===== src/rtl/cva6_pma_order_guard.sv =====
// Request guard between the CVA6 data port and the NoC adapter.
// Registers requests, tags PMA class, orders non-idempotent accesses.
module cva6_pma_order_guard #(
  parameter int unsigned ADDR_W    = 64,
  parameter int unsigned ID_W      = 4,
  parameter int unsigned MAX_OUTST = 7,
  parameter int unsigned NR_NI     = 2,
  parameter logic [NR_NI*ADDR_W-1:0] NI_BASE = '0,
  parameter logic [NR_NI*ADDR_W-1:0] NI_LEN  = '0,
  parameter int unsigned NR_CA     = 1,
  parameter logic [NR_CA*ADDR_W-1:0] CA_BASE = 64'h8000_0000,
  parameter logic [NR_CA*ADDR_W-1:0] CA_LEN  = 64'h4000_0000
) (
  input  logic              clk_i,
  input  logic              rst_ni,
  input  logic              req_valid_i,
  output logic              req_ready_o,
  input  logic [ADDR_W-1:0] req_addr_i,
  input  logic              req_we_i,
  input  logic [ID_W-1:0]   req_id_i,
  output logic              out_valid_o,
  input  logic              out_ready_i,
  output logic [ADDR_W-1:0] out_addr_o,
  output logic              out_we_o,
  output logic [ID_W-1:0]   out_id_o,
  output logic              out_cached_o,
  output logic              out_nonidem_o,
  input  logic              rsp_valid_i,
  output logic [7:0]        outst_o,
  output logic              err_o
);

  localparam logic [7:0] MaxOutst = 8'(MAX_OUTST);

  typedef enum logic [1:0] {
    PASS,
    DRAIN,
    WAIT_NI
  } state_e;

  typedef struct packed {
    logic [ADDR_W-1:0] addr;
    logic              we;
    logic [ID_W-1:0]   id;
    logic              cached;
    logic              nonidem;
  } entry_t;

  state_e     state;
  state_e     stateNext;
  entry_t     held;
  logic       full;
  logic [7:0] outstCnt;
  logic       errQ;
  logic       hitNi;
  logic       hitCa;
  logic       permit;
  logic       issue;
  logic       outFire;
  logic       accept;
  logic       rspOk;

  // One extra bit keeps base+len from wrapping at the top of memory.
  function automatic logic inRegion(
    input logic [ADDR_W-1:0] addr,
    input logic [ADDR_W-1:0] base,
    input logic [ADDR_W-1:0] len
  );
    logic [ADDR_W:0] top;
    top = {1'b0, base} + {1'b0, len};
    return (len != '0) && (addr >= base) && ({1'b0, addr} < top);
  endfunction

  // Classify the incoming address against all region rules.
  always_comb begin
    hitNi = 1'b0;
    hitCa = 1'b0;
    for (int i = 0; i < NR_NI; i++) begin
      hitNi = hitNi | inRegion(req_addr_i,
                               NI_BASE[i*ADDR_W +: ADDR_W],
                               NI_LEN[i*ADDR_W +: ADDR_W]);
    end
    for (int i = 0; i < NR_CA; i++) begin
      hitCa = hitCa | inRegion(req_addr_i,
                               CA_BASE[i*ADDR_W +: ADDR_W],
                               CA_LEN[i*ADDR_W +: ADDR_W]);
    end
  end

  // Ordering FSM: decides whether the held entry may go out.
  always_comb begin
    permit    = 1'b0;
    stateNext = state;
    unique case (state)
      PASS: begin
        if (!held.nonidem) begin
          permit = 1'b1;
        end else if (outstCnt == '0) begin
          permit = 1'b1;
          if (full && out_ready_i) stateNext = WAIT_NI;
        end else if (full) begin
          stateNext = DRAIN;
        end
      end
      DRAIN: begin
        if (outstCnt == '0) stateNext = PASS;
      end
      WAIT_NI: begin
        if (outstCnt == '0) stateNext = PASS;
      end
      default: stateNext = PASS;
    endcase
  end

  assign issue   = full & (outstCnt < MaxOutst) & permit;
  assign outFire = issue & out_ready_i;
  assign accept  = req_valid_i & req_ready_o;
  assign rspOk   = rsp_valid_i & (outstCnt != '0);

  assign req_ready_o   = ~full | outFire;
  assign out_valid_o   = issue;
  assign out_addr_o    = held.addr;
  assign out_we_o      = held.we;
  assign out_id_o      = held.id;
  assign out_cached_o  = held.cached;
  assign out_nonidem_o = held.nonidem;
  assign outst_o       = outstCnt;
  assign err_o         = errQ;

  // FSM state register.
  always_ff @(posedge clk_i or negedge rst_ni) begin
    if (!rst_ni) state <= PASS;
    else         state <= stateNext;
  end

  // Single-entry holding register; refills in the cycle it drains.
  always_ff @(posedge clk_i or negedge rst_ni) begin
    if (!rst_ni) begin
      full <= 1'b0;
      held <= '0;
    end else if (accept) begin
      full         <= 1'b1;
      held.addr    <= req_addr_i;
      held.we      <= req_we_i;
      held.id      <= req_id_i;
      held.cached  <= hitCa;
      held.nonidem <= hitNi;
    end else if (outFire) begin
      full <= 1'b0;
    end
  end

  // Outstanding counter and sticky underflow error.
  always_ff @(posedge clk_i or negedge rst_ni) begin
    if (!rst_ni) begin
      outstCnt <= '0;
      errQ     <= 1'b0;
    end else begin
      if (outFire && !rspOk)      outstCnt <= outstCnt + 8'd1;
      else if (!outFire && rspOk) outstCnt <= outstCnt - 8'd1;
      if (rsp_valid_i && outstCnt == '0) errQ <= 1'b1;
    end
  end

endmodule

===== config.mk =====
export PLATFORM = sky130hd
export DESIGN_NAME = cva6_pma_order_guard
export DESIGN_NICKNAME = d
export VERILOG_FILES = /design/src/rtl/cva6_pma_order_guard.sv
export SDC_FILE = /design/constraint.sdc
export NUM_CORES = 1
export LEC_CHECK = 0
export CORE_ASPECT_RATIO = 1.4
export CORE_MARGIN = 2
export CORE_UTILIZATION = 35
export DETAILED_ROUTE_END_ITERATION = 10
export GPL_ROUTABILITY_DRIVEN = 0
export PLACE_DENSITY = 0.78
export SYNTH_ARGS = -nofsm -noshare
export SYNTH_HDL_FRONTEND = slang
export SYNTH_SLANG_ARGS = --single-unit

===== constraint.sdc =====
create_clock -name clk_i -period 3.5 [get_ports clk_i]
set_input_delay 0.525 -clock clk_i [delete_from_list [all_inputs] [get_ports clk_i]]
set_output_delay 0.525 -clock clk_i [all_outputs]
set_load 0.05 [all_outputs]

# Word level (Yosys, flattened, before mapping)
# Cells that the tools add are included.
# totals
reg_bits	82
latchBits	0
mem_bits_rw	0
romBits	0
inputBits	74
out_inout_bits	82
elab_cells	47
mem_count	0
# op_classes
addsub	2
multipliers	0
div_mod_pow	0
order_cmp	3
eq_ne	5
shifts	0
muxes	7
n_bitwise	8
reduce_logical	14
# op_table
operator	n
$ge A64 B32 Y1 const B	1
$lt A64 B32 Y1 const B	1
$mux W8	2
$add A8 B1 Y8 const B	1
$logic_not A8 Y1	1
$lt A8 B3 Y1 const B	1
$reduce_bool A8 Y1	1
$sub A8 B1 Y8 const B	1
$ne A3 B3 Y1 const B	2
$and A1 B1 Y1	5
$logic_and A1 B1 Y1	5
$pmux W2 S2	1
$reduce_and A4 Y1	1
$reduce_bool A2 Y1	2
$mux W1	3
$eq A2 B1 Y1 const B	1
$eq A2 B2 Y1 const B	1
$logic_not A1 Y1	2
$logic_not A2 Y1	1
$mux W2	1
$ne A2 B1 Y1 const B	1
$not A1 Y1	2
$reduce_or A2 Y1	1
$or A1 B1 Y1	1

# Depth between registers and ports, before layout
# logic_depth
ltp_word	8
ltp_mapped	12
ltp_nobuf	12

# Worst setup path after synthesis
# No wires, ideal clock.
# synth_timing
path_type	flip-flop to flip-flop
from	register outstCnt[7] (netlist: outst_o[7])
to	register outstCnt[7] (netlist: outst_o[7])
setup_ps	101
t_arrival_ps	4775
required_time_ps	3399
path_slack_ps	-1376
path_stages_with_launch	12
n_path_buf	0
synth_period_minus_slack_ps	4876
path_cell_list	dfrtp_1 -> or4_4 -> nor4b_1 -> and2_1 -> ha_1 -> inv_1 -> ha_1 -> a211oi_1 -> nor3_1 -> a211oi_1 -> xnor2_1 -> o32ai_1
# synth_via
elab_chain_cells	7
word_cells_on_any_way	15
cone_classes	add/sub (2); order compare (1); mux (2); bitwise (4); reduce/logical (6)
# synth_rtl
element	line	text
from (decl)	53	logic [7:0] outstCnt;
from (signal assigned)	159	if (outFire && !rspOk) outstCnt <= outstCnt + 8'd1;
from (signal assigned)	160	else if (!outFire && rspOk) outstCnt <= outstCnt - 8'd1;
$lt A8 B3 Y1 *	115	assign issue = full & (outstCnt < MaxOutst) & permit;
$and A1 B1 Y1 * (2 in a row)	115	
net out_valid_o	21	output logic out_valid_o,
$and A1 B1 Y1 *	116	assign outFire = issue & out_ready_i;
$logic_not A1 Y1	160	
$logic_and A1 B1 Y1	160	
$reduce_bool A2 Y1 (no line)	--	
# Mark *: on every way through the listed nets, which the timed path passes. The rest lies on a longest branch. The select of a mux whose other input is x is not followed.
# A chain may end at the register's enable or synchronous reset.

# Worst setup path in the final report
# layout_timing
from	register outstCnt[5] (netlist: outst_o[5])
to	output port req_ready_o
# layout_via
elab_chain_cells	5
# layout_rtl
element	line	text
$lt A8 B3 Y1	115	
$and A1 B1 Y1 (2 in a row)	115	
$and A1 B1 Y1	116	
$or A1 B1 Y1	120	assign req_ready_o = ~full | outFire;
to (decl)	17	output logic req_ready_o,
# Every way passes these cells.

==> flow_summary.ini <==
[status]
status = completed

[cts]
clock_latency_ns = 0.33
clock_path_buffers = 2
clkTransAtPathRegs_ns = 0.06
htreeDepth = 3
root_buffer = clkbuf_16
cts_tree = built
cts.repair.resized = 0
cts_setup_buffers = 0
cts_buffers = 9
cts_hold_buf = 0
numClockSinks = 80

[global_route]
grt_pass1_vias = 2601
antenna_found_initial = 0
grt_max_degree = 81
overflow = 0
grt_pass1_wl_mm = 12.7
grtUsageTotal_pct = 15.5

[floorplanning]
row_count = 42
start_util_pct = 36.2
dieWidth_um = 87.9
ios = 156
dieArea_mm2 = 0.0107
dieHeight_um = 121
core-area_mm2 = 0.00951

[synth]
synth_top_area_share_pct = 58.1
ys.warnings.count = 0
synth_seq_area_share_pct = 58.1
ys_seq_elements = 80
syn_inst = 241
syn_area_mm2 = 0.00345
synthDistinctLibCells = 33
synth_fp_nets = 323
synth.largest_area_cell = dfrtp_1
synthTopCellsByArea = dfrtp_1, mux2_2, ha_1
synth.avg_cell_area_um2 = 14.3

[timing]
hold_violations = 0
drv_slew = 0
max_freq_ghz = 0.320
slew_headroom_pct = 33.7
fin_crit_sh_pct = 89.3
finalClockSkew_ns = 0.00496
finalSetupViolCount = 0
min_period_ns = 3.12
rsz0062_at_grt = false
tightest_slew_ns = 0.994
fin_tns_setup_ns = 0

[final_layout]
drive_above_1_share_pct = 25.4
fillCellCount = 806
final_nets = 478
fin_cells = 533
final_common_cell = clkdlybuf4s50_1
num_antenna_cells = 0
final_cell_mix = clkdlybuf4s50_1, dfrtp_1, mux2_2
syn2layout_area_growth_pct = 56.9

[setup_path]
cpPeakStageDelay_ns = 0.87
critPathLaunchType = flop
cp.arrival_ns = 2.60
worstSetupEndpointType = output pin
cp.required_ns = 2.97
critPathTopFamily = buffers and inverters
cp_slowest_cell = clkdlybuf4s50_1
path_buf_inv = 1
path_max_fanout = 4
ff2ff_setup_slack_ns = 0.48
critPathKind = flop to output pin
path_cells = or4_4, o41ai_4, clkdlybuf4s50_1

[routing]
detail-route-antenna-nets = 0
routed_via_density = 4.74
drt_iter0_markers = 21
vias = 2528
wl_mm = 8.12
first_pass_iters = 3
route.detailed.drc = 0
wl_per_cell_um = 15.2

[placement]
io_buffers = 154
dp_cells = 517
dp_hpwl_mm = 6.00

[worst_hold_path]
hp-class = input pin to asynchronous set/reset pin

[job]
max_cap_violations = 0
-- cells by family after synthesis --
| logic type | synth area share (%) |
|---|---|
| DFF | 58.1 |
| muxes | 22.9 |
| and+or+nand+nor | 5.88 |
| AOI/OAI and AO/OA | 4.98 |
| other | 0.109 |
| buffers and inverters | 3.16 |
| adders and majority gates | 3.12 |
| xor gates and xnor gates | 1.78 |
-- per-stage QoR --
step	cell area, um^2	worst slack [ns]	hold WS, ns	utilization (%)
after floorplan	3510	0.00802	0.229	-
after global placement	5120	0.565	0.479	53.8
after detailed placement	5120	0.475	0.477	53.8
after CTS	5410	0.344	0.407	56.9
after global routing	5410	0.290	0.470	56.9
final	5410	0.375	0.377	56.9
-- registers in the layout, summed over array words and instances (netlist names) --
register and count:
out_we_o 1, full 1, err_o 1, out_cached_o 1, out_id_o 4, outst_o 8, out_addr_o 64
-- worst paths after layout --
kind,from,endpoint,depth (start not counted)
max,outst_o[5]$_DFFE_PN0P_,req_ready_o,3
min,rst_ni,out_addr_o[13]$_DFFE_PN0P_,1
max reg2reg,outst_o[5]$_DFFE_PN0P_,outst_o[6]$_DFFE_PN0P_,11
min reg2reg,err_o$_DFFE_PN0P_,err_o$_DFFE_PN0P_,1
max in group asynchronous,rst_ni,outst_o[7]$_DFFE_PN0P_,1
min in group clk_i,err_o$_DFFE_PN0P_,err_o$_DFFE_PN0P_,1
-- cells in the mapped netlist --
| master | count |
|---|---|
| a211oi_1 | 2 |
| a21o_1 | 1 |
| a21oi_1 | 6 |
| a31o_2 | 1 |
| and2_1 | 2 |
| and3_1 | 1 |
| buf_4 | 1 |
| buf_6 | 7 |
| clkbuf_1 | 2 |
| conb_1 | 1 |
| dfrtp_1 | 80 |
| fa_1 | 1 |
| ha_1 | 7 |
| inv_1 | 4 |
| mux2_2 | 70 |
| nand2_1 | 12 |
| nand2_4 | 1 |
| nand4_1 | 2 |
| nor2_1 | 2 |
| nor3_1 | 4 |
| nor4_1 | 7 |
| nor4b_1 | 2 |
| o21ai_0 | 10 |
| o21bai_1 | 1 |
| o2bb2ai_1 | 1 |
| o31ai_1 | 1 |
| o32ai_1 | 1 |
| o41ai_4 | 1 |
| or2b_1 | 1 |
| or4_1 | 1 |
| or4_4 | 1 |
| xnor2_1 | 5 |
| xor2_1 | 2 |
-- layout make-up --
type,count,area [um^2],share of cell area (%)
inverters,4,15.0,0.278
clock buffers,10,229,4.23
clock inverters,6,60.1,1.11
flip-flops and latches,80,2010,37.1
multi-input cells,147,1390,25.8
repair buffers,154,1540,28.5
well taps,132,165,3.05
-- routing by layer --
layer	vias to the layer above	routed length, um	track usage, %	share of wire [%]
li1	1182	-	-	-
met1	1248	3100	17.4	38
met2	89	4420	27.4	54
met3	9	472	4.15	5.8
met4	0	124	6.35	1.5
met5	-	0	0	0
Power is not shown: default switching activity piles up to over one toggle a cycle in this logic, so the estimate is an artifact.
